==> config.mk <==
export PLATFORM = sky130hd
export DESIGN_NAME = mem_port_arbiter
export DESIGN_NICKNAME = d
export VERILOG_FILES = /design/src/rtl/mem_arb_pkg.sv /design/src/rtl/arb_watchdog.sv /design/src/rtl/mem_port_arbiter.sv
export SDC_FILE = /design/constraint.sdc
export NUM_CORES = 1
export LEC_CHECK = 0
export ABC_AREA = 1
export BUFFER_PORTS_ARGS = -buffer_cell sky130_fd_sc_hd__buf_4
export CAP_MARGIN = 20
export CORE_UTILIZATION = 54
export DETAILED_ROUTE_END_ITERATION = 12
export GPL_ROUTABILITY_DRIVEN = 0
export PLACE_DENSITY = 0.86
export SYNTH_ARGS = -nofsm -noshare
export SYNTH_HDL_FRONTEND = slang
export SYNTH_HIERARCHICAL = 1
export SYNTH_SLANG_ARGS = --single-unit
export TNS_END_PERCENT = 100
==> constraint.sdc <==
create_clock -name clk -period 2.89 [get_ports clk]
set_clock_uncertainty 0.1 [all_clocks]
set_input_delay 0.4335 -clock clk [delete_from_list [all_inputs] [get_ports clk]]
set_output_delay 0.4335 -clock clk [all_outputs]
set_load 0.1 [all_outputs]
==> src/rtl/mem_arb_pkg.sv <==
// Shared types for the fetch/load-store memory port arbiter.
package mem_arb_pkg;

    typedef enum logic [1:0] {IDLE, ISSUE, WAIT, RESP} state_t;
    typedef enum logic [1:0] {NONE, INSTR, DATA} owner_t;

    localparam logic [3:0] FETCH_MASK = 4'hF;

endpackage

==> src/rtl/arb_watchdog.sv <==
// Wait-state timer: counts while enabled, flags the final cycle before a
// forced error response.
module arb_watchdog #(
    parameter int TIMEOUT = 255
) (
    input  logic clk,
    input  logic rst,
    input  logic i_clear,
    input  logic i_enable,
    output logic o_expired
);

    localparam int TW = $clog2(TIMEOUT + 1);

    logic [TW-1:0] r_timer;

    always_ff @(posedge clk or negedge rst) begin
        if (!rst)          r_timer <= '0;
        else if (i_clear)  r_timer <= '0;
        else if (i_enable) r_timer <= r_timer + 1'b1;
    end

    assign o_expired = i_enable && (r_timer == TW'(TIMEOUT - 1));

endmodule

==> src/rtl/mem_port_arbiter.sv <==
// Shares one single-port memory between instruction fetch and load/store,
// one transaction in flight, data-first with a bounded fetch starvation guard.
module mem_port_arbiter
    import mem_arb_pkg::*;
#(
    parameter int ADDR_W       = 8,
    parameter int MAX_D_STREAK = 4,
    parameter int TIMEOUT      = 255
) (
    input  logic              clk,
    input  logic              rst,
    input  logic              i_request,
    input  logic [ADDR_W-1:0] i_address,
    output logic              i_valid,
    output logic [31:0]       i_data_out,
    input  logic              d_request,
    input  logic              d_we_re,
    input  logic [3:0]        d_mask,
    input  logic [ADDR_W-1:0] d_address,
    input  logic [31:0]       d_data_in,
    output logic              d_valid,
    output logic [31:0]       d_data_out,
    output logic              err,
    output logic              m_request,
    output logic              m_we_re,
    output logic [3:0]        m_mask,
    output logic [ADDR_W-1:0] m_address,
    output logic [31:0]       m_data_in,
    input  logic              m_valid,
    input  logic [31:0]       m_data_out
);

    localparam int STRK_W = $clog2(MAX_D_STREAK + 1);
    localparam logic [STRK_W-1:0] STRK_MAX = STRK_W'(MAX_D_STREAK);

    state_t              r_state, w_next;
    owner_t              r_owner;
    logic [STRK_W-1:0]   r_streak;
    logic                r_m_request, r_m_we_re, r_i_valid, r_d_valid, r_err;
    logic [3:0]          r_m_mask;
    logic [ADDR_W-1:0]   r_m_address;
    logic [31:0]         r_m_data_in, r_i_data_out, r_d_data_out;
    logic                w_grant_i, w_grant_d, w_expired, w_done;
    logic [31:0]         w_rdata;

    // Fetch wins a tie only once data has had its quota of back-to-back grants.
    assign w_grant_i = (r_state == IDLE) && i_request && (!d_request || r_streak >= STRK_MAX);
    assign w_grant_d = (r_state == IDLE) && d_request && !w_grant_i;
    assign w_done    = (r_state == WAIT) && (m_valid || w_expired);
    assign w_rdata   = (m_valid && !r_m_we_re) ? m_data_out : '0;

    arb_watchdog #(.TIMEOUT(TIMEOUT)) u_watchdog (
        .clk       (clk),
        .rst       (rst),
        .i_clear   (r_state != WAIT),
        .i_enable  (r_state == WAIT),
        .o_expired (w_expired)
    );

    always_ff @(posedge clk or negedge rst) begin
        if (!rst) r_state <= IDLE;
        else      r_state <= w_next;
    end

    always_comb begin
        w_next = r_state;
        case (r_state)
            IDLE:    if (w_grant_i || w_grant_d) w_next = ISSUE;
            ISSUE:   w_next = WAIT;
            WAIT:    if (w_done) w_next = RESP;
            RESP:    w_next = IDLE;
            default: w_next = IDLE;
        endcase
    end

    always_ff @(posedge clk or negedge rst) begin
        if (!rst) begin
            r_owner      <= NONE;
            r_streak     <= '0;
            r_m_request  <= 1'b0;
            r_m_we_re    <= 1'b0;
            r_m_mask     <= '0;
            r_m_address  <= '0;
            r_m_data_in  <= '0;
            r_i_valid    <= 1'b0;
            r_d_valid    <= 1'b0;
            r_err        <= 1'b0;
            r_i_data_out <= '0;
            r_d_data_out <= '0;
        end else begin
            r_m_request <= w_grant_i || w_grant_d;
            if (w_grant_i) begin
                r_owner     <= INSTR;
                r_streak    <= '0;
                r_m_we_re   <= 1'b0;
                r_m_mask    <= FETCH_MASK;
                r_m_address <= i_address;
                r_m_data_in <= '0;
            end else if (w_grant_d) begin
                r_owner     <= DATA;
                r_m_we_re   <= d_we_re;
                r_m_mask    <= d_mask;
                r_m_address <= d_address;
                r_m_data_in <= d_data_in;
                if (!i_request)               r_streak <= '0;
                else if (r_streak != STRK_MAX) r_streak <= r_streak + 1'b1;
            end else if (r_state == RESP) begin
                r_owner <= NONE;
            end

            r_i_valid <= w_done && (r_owner == INSTR);
            r_d_valid <= w_done && (r_owner == DATA);
            r_err     <= w_done && !m_valid;
            if (w_done && r_owner == INSTR) r_i_data_out <= w_rdata;
            if (w_done && r_owner == DATA)  r_d_data_out <= w_rdata;
        end
    end

    assign m_request  = r_m_request;
    assign m_we_re    = r_m_we_re;
    assign m_mask     = r_m_mask;
    assign m_address  = r_m_address;
    assign m_data_in  = r_m_data_in;
    assign i_valid    = r_i_valid;
    assign d_valid    = r_d_valid;
    assign err        = r_err;
    assign i_data_out = r_i_data_out;
    assign d_data_out = r_d_data_out;

endmodule
==> metrics.txt, run 1 <==
status finished clean; Clk Latency, worst-skew pair about 0.5 ns; # rows 37; Detailed Route WL 15200 um; CP Class flip-flop to flip-flop; Distinct cells, synth 21; die width 105 um; setup TNS 0 ns; Synth Area in Compound Gates 0.746%; post-cts resize count 0; Vias per Instance 5.16; DR vias between 5k and 6k; Final Max Slew Viols 0; number of synthesis warnings 6; crit path max-delay cell type dfrtp_1; # port buffers 202; Pre-Repair DR Iteration Count 7; top-area cell type share of the netlist area between 50% and 60%; period utilisation layout between 80% and 90%; antenna violations before repair 0; CP Launch Type flip-flop; minimum clock period 2.33 ns; Starting Density 55.5%; Slew @ Worst Pin 0.688 ns; Clock Sinks between 100 and 150; Yosys reg bits 128; WHS Path Cells 3; die footprint 11000 um2; Worst Path Arrival 2.63 ns; Root Driver clkbuf_8; global-route wire length before repair 25500 um; post-synthesis simple-gate area fraction 33.7%; gr usage total just under 30%; CTS Buffer Depth 2; commonest non-fill, non-tap cells in the layout nand2_1, buf_4, dfrtp_1; pin count of the biggest net entering global routing 66; utilization after layout between 70 and 80%; critical path's most frequent cell nand2_1; Yosys top cell by area dfrtp_1; Filler Cells Inserted 706; Post-Synth XOR/XNOR Area 0%; wire per inst 14.6 um; n_diodes 0; H-tree depth 4; WP data required approximately 3.2 ns; commonest non-fill, non-tap cell in the layout nand2_1; fin nets 989; Synth Instances 695; layout cells sized above 1 between 20 and 30%; Worst slew margin 54.0%; initial DRC count 300; Post-Synth Adder-Cell Area 1.76%; Reg2Reg Depth 10; remaining antenna violation count 0; Die H between 100 and 150 um; multiplexer share of the synthesized area 0%; drt drc 0; CTS tree done; worst path cell trace inv_1 -> ha_1 -> nand3_1 -> nor3_1 -> inv_2 -> a21oi_4 -> nand2_1 -> buf_4 -> nand2_1 -> nand2_1; Seq/Total Area, Yosys 56.2%; Clock Pin Slew Worst Setup and Hold Paths 0.06 ns; Synth area leaders dfrtp_1, nand2_1, nand3_1; element type at the critical path end flip-flop; syn_nets 793; Mapped Avg Cell Area 8.21 um2; critical path fanouts, max 33; final setup violating endpoints 0; Syn-to-layout area delta 39.8%; number of global-route vias before repair 5345; I/O pin count between 200 and 250; Max-Cap Viols 0; total gr overflow 0; FMAX 429 MHz; TritonCTS buffer count 17; CP peak stage delay 0.39 ns; RSZ-0062 raised after global routing no; largest family of logic cells by synthesized area simple AND/OR/NAND/NOR gates; hpwl dp 10400 um; Fin. Hold Viols 0; Hold WC Path Type input port to flip-flop; core footprint just over 10000 um2; Mapped Area 5700 um2
state kept, by name (all words and copies together) (netlist names):
signal / cells
m_we_re: 1
r_streak: 3
i_valid: 1
d_data_out: 32
u_watchdog/r_timer: 8
err: 1
r_owner: 2
d_valid: 1
m_request: 1
r_state: 2
m_data_in: 32
m_address: 8
i_data_out: 32
m_mask: 4
cells by family (layout without fill, tap and decap cells):
family,after synthesis,after routing
simple gates,452,452
flops,128,128
buf+inv,100,309
fa+ha+maj,8,8
compound gates,7,7
layout make-up:
type                            count  area [um2]  share of cell area, %
Sequential cell                   128        3200                   40.2
Multi-Input combinational cell    467        2070                   26.0
Timing Repair Buffer              212        1620                   20.3
Clock buffer                       22         453                   5.68
Inverter                           65         244                   3.06
Clock inverter                     10         206                   2.59
Tap cell                          136         170                   2.14
synth_stat cells, drive strengths merged:
cell type  count
a21oi          4
nand4          5
buf           35
nor3           1
ha             8
dfrtp        128
nand3        115
inv           65
nor2          62
nand3b         8
o21ai          3
nand2        261
metrics by stage:
step	hold WS, ns	worst slack (ns)	area (um2)	std cells
6_report	0.0353	0.559	7970	1040
3_3_place_gp	0.356	0.775	7300	1007
2_1_floorplan	0.0379	0.941	5700	695
5_1_grt	0.0349	0.426	7970	1040
3_5_place_dp	0.360	0.638	7300	1007
4_1_cts	0.0193	0.590	7970	1040
critical path: cells and delay by family (launching register included):
kind                     cells  cell delay, ns
AO/OA/AOI/OAI                1            0.20
AND/OR/NAND/NOR              5            0.70
buffers and inverters        3            0.47
flip-flops                   1            0.39
adder cells (fa/ha/maj)      1            0.34
worst paths after layout:
kind                          startpoint        endpoint  slack, ns
max reg2reg                   r_state[0]  d_data_out[26]       0.56
min in group asynchronous            rst  d_data_out[12]       0.40
max in group asynchronous            rst  i_data_out[19]       1.48
max                           r_state[0]  d_data_out[26]       0.56
min reg2reg                i_data_out[1]   i_data_out[1]       0.37
min                            d_mask[1]       m_mask[1]       0.04
repair_timing:
item	CTS	global route
endpoints found under the hold margin	50	0
hold buffers	1	0
setup buffers	0	0
setup endpoints to repair	0	0
routing by layer:
metal	global-route usage, %	part of all wire, %	vias up
met5	0	0	-
met4	12.4	2.9	0
met3	8.05	8.1	42
met2	49.6	50	266
met1	35.9	39	2507
li1	-	-	2550
Power of run 1 is not shown: default switching activity piles up to over one toggle a cycle in this logic, so the estimate is an artifact.
==> run 2: changes to the inputs <==
- CORE_UTILIZATION: 54 -> 45
- PLACE_DENSITY: 0.86 -> 0.76
- clock period: 2.89 -> 2.1 ns (I/O delays scaled with it)
==> run 2 against run 1 <==
  * Non-clock buffer count grew 12
  * Core utilization shrank 11 points
  * First-iteration DRC count grew 47%
  * Clock-buffer cell count shrank 3
  * Global-route usage shrank 4.9 points
  * Largest cell class unchanged
  * Cell area grew 1.4%
  * Hold slack lost 0.014 ns
  * Critical path depth is the same
  * Die area grew 20%
  * Wire length is essentially flat
  * Flip-flop and latch count is the same
  * Fmax grew 24%
  * Critical path type unchanged
  * Critical endpoint is now d_data_out[24]
==> metrics.txt, run 2 (synthesized netlist as in run 1, its figures left out) <==
total gr overflow 0 (unchanged); gr usage total 24.6% (-4.9 points); Max-Cap Viols 0 (unchanged); final setup violating endpoints 0 (unchanged); critical path's most frequent cell nand2_1; hpwl dp 10700 um (+3.6%); worst path cell trace inv_1 -> ha_1 -> nand3_1 -> nor3_2 -> inv_2 -> a21oi_4 -> nand2_1 -> buf_6 -> nand2_1 -> nand2_1; Root Driver clkbuf_16; pin count of the biggest net entering global routing 41 (-38%); Clock Sinks 128 (unchanged); Final Max Slew Viols 0 (unchanged); Vias per Instance 4.94 (-4.2%); minimum clock period 1.89 ns (-0.445 ns); FMAX 530 MHz (+24%); period utilisation layout 89.8% (+9.2 points); Clock Pin Slew Worst Setup and Hold Paths 0.06 ns (about the same); core footprint 12200 um2 (+18%); Detailed Route WL 15200 um (about the same); CTS tree done; drt drc 0 (unchanged); commonest non-fill, non-tap cells in the layout nand2_1, buf_4, dfrtp_1; FF-to-FF setup slack 0.21 ns (-0.35 ns); wire per inst 14.0 um (-4.0%); die footprint 13100 um2 (+20%); number of global-route vias before repair 5031 (-5.9%); Syn-to-layout area delta 41.8%; worst r2r dst d_data_out[24]; Hold EP m_data_in[13]; Fin. Hold Viols 0 (unchanged); Hold WC Path Type input port to flip-flop; Worst Path Arrival 2.08 ns (-0.55 ns); n_diodes 0 (unchanged); H-tree depth 4 (unchanged); element type at the critical path end flip-flop; hold slack 0.0213 ns (-0.0141 ns); Slew @ Worst Pin 0.537 ns (-0.152 ns); Starting Density 46.9% (-8.6 points); commonest non-fill, non-tap cell in the layout nand2_1; Worst slew margin 64.2% (+10 points); layout cells sized above 1 29.7% (+1.3 points); Die H 115 um (+9.4%); Reg2Reg Depth 10 (unchanged); CP Launch Type flip-flop; TritonCTS buffer count 17 (unchanged); DR vias 5358 (-0.13%); CP peak stage delay 0.39 ns (about the same); critical path fanouts, max 25 (-24%); Pre-Repair DR Iteration Count 5 (-2); fin nets 1001 (+1.2%); CTS Buffer Depth 2 (unchanged); Filler Cells Inserted 1053 (+49%); initial DRC count 440 (+47%); antenna violations before repair 0 (unchanged); r2r startpoint r_state[0]; post-CTS setup buffer count 0 (unchanged); crit path max-delay cell type dfrtp_1; Clk Latency, worst-skew pair 0.41 ns (-0.10 ns); die width 115 um (+9.4%); # port buffers 202 (unchanged); WHS Path Cells 3 (unchanged); WP data required 2.29 ns (-0.90 ns); RSZ-0062 raised after global routing yes; hold_sp d_data_in[13]; # rows 40 (+8.1%); remaining antenna violation count 0 (unchanged); global-route wire length before repair 24900 um (-2.1%); CP Class flip-flop to flip-flop; status finished clean; I/O pin count 203 (unchanged)
-- run 2: changes by cell type in the layout (fill, tap and decap cells not counted), sizes merged --
| cell | before | now |
|---|---|---|
| buf | 211 | 223 |
| clkinvlp | 1 | 3 |
| clkinv | 3 | 6 |
| clkbuf | 22 | 19 |
| bufinv | 6 | 3 |
| inv | 65 | 66 |
-- run 2: worst max-delay path, delay by kind of cell (launching register included) --
kind	cells	cell delay [ns]
adders and majority gates	1	0.17
DFF	1	0.39
AOI/OAI and AO/OA	1	0.20
and+or+nand+nor	5	0.52
buffers and inverters	3	0.39
-- run 2: layout make-up --
type | instances | area (um2) | share of cell area [%]
clock buffer | 19 | 443 | 5.48
clock inverter | 13 | 163 | 2.01
inverter | 65 | 244 | 3.02
multi-input combinational | 467 | 2080 | 25.7
sequential | 128 | 3200 | 39.6
tap | 168 | 210 | 2.60
timing repair buffer | 224 | 1740 | 21.5
-- run 2: worst max path at each step --
| stage | to | start | slack (ns) | depth (start not counted) |
|---|---|---|---|---|
| 3_3_place_gp | d_data_out[30] | r_state[0] | 0.20 | 10 |
| 4_1_cts | d_data_out[24] | r_state[0] | 0.12 | 10 |
| 3_5_place_dp | d_data_out[0] | r_state[0] | 0.15 | 10 |
| 2_1_floorplan | d_data_out[10] | r_state[0] | 0.15 | 10 |
| 5_1_grt | d_data_out[24] | r_state[0] | -0.02 | 10 |
| 6_report | d_data_out[24] | r_state[0] | 0.21 | 10 |
-- run 2: metal layers --
layer  wire [um]  vias to the layer above  share of wire [%]  global-route usage, %
li1            -                     2579                  -                      -
met1        6340                     2520                 42                   32.1
met2        7400                      239                 49                   38.9
met3        1210                       20                8.0                   7.68
met4         223                        0                1.5                   8.05
met5           0                        -                  0                      0
-- run 2: timing repair --
action                                 4_1_cts  5_1_grt
setup endpoints to repair                    0       64
hold buffers                                 1        0
gates resized for setup                      0        3
endpoints found under the hold margin       34        0
-- run 2: metrics by stage --
stage | cells | setup slack (ns) | instance area [um2] | setup TNS (ns) | util (%)
final | 1084 | 0.213 | 8080 | 0 | 66.5
after global routing | 1084 | -0.0183 | 8080 | -0.0582 | 66.5
after floorplan | 695 | 0.151 | 5700 | 0 | -
after CTS | 1084 | 0.116 | 8070 | 0 | 66.4
after detailed placement | 1051 | 0.152 | 7460 | 0 | 61.3
after global placement | 1051 | 0.200 | 7460 | 0 | 61.3
Power of run 2 is left out for the same reason.
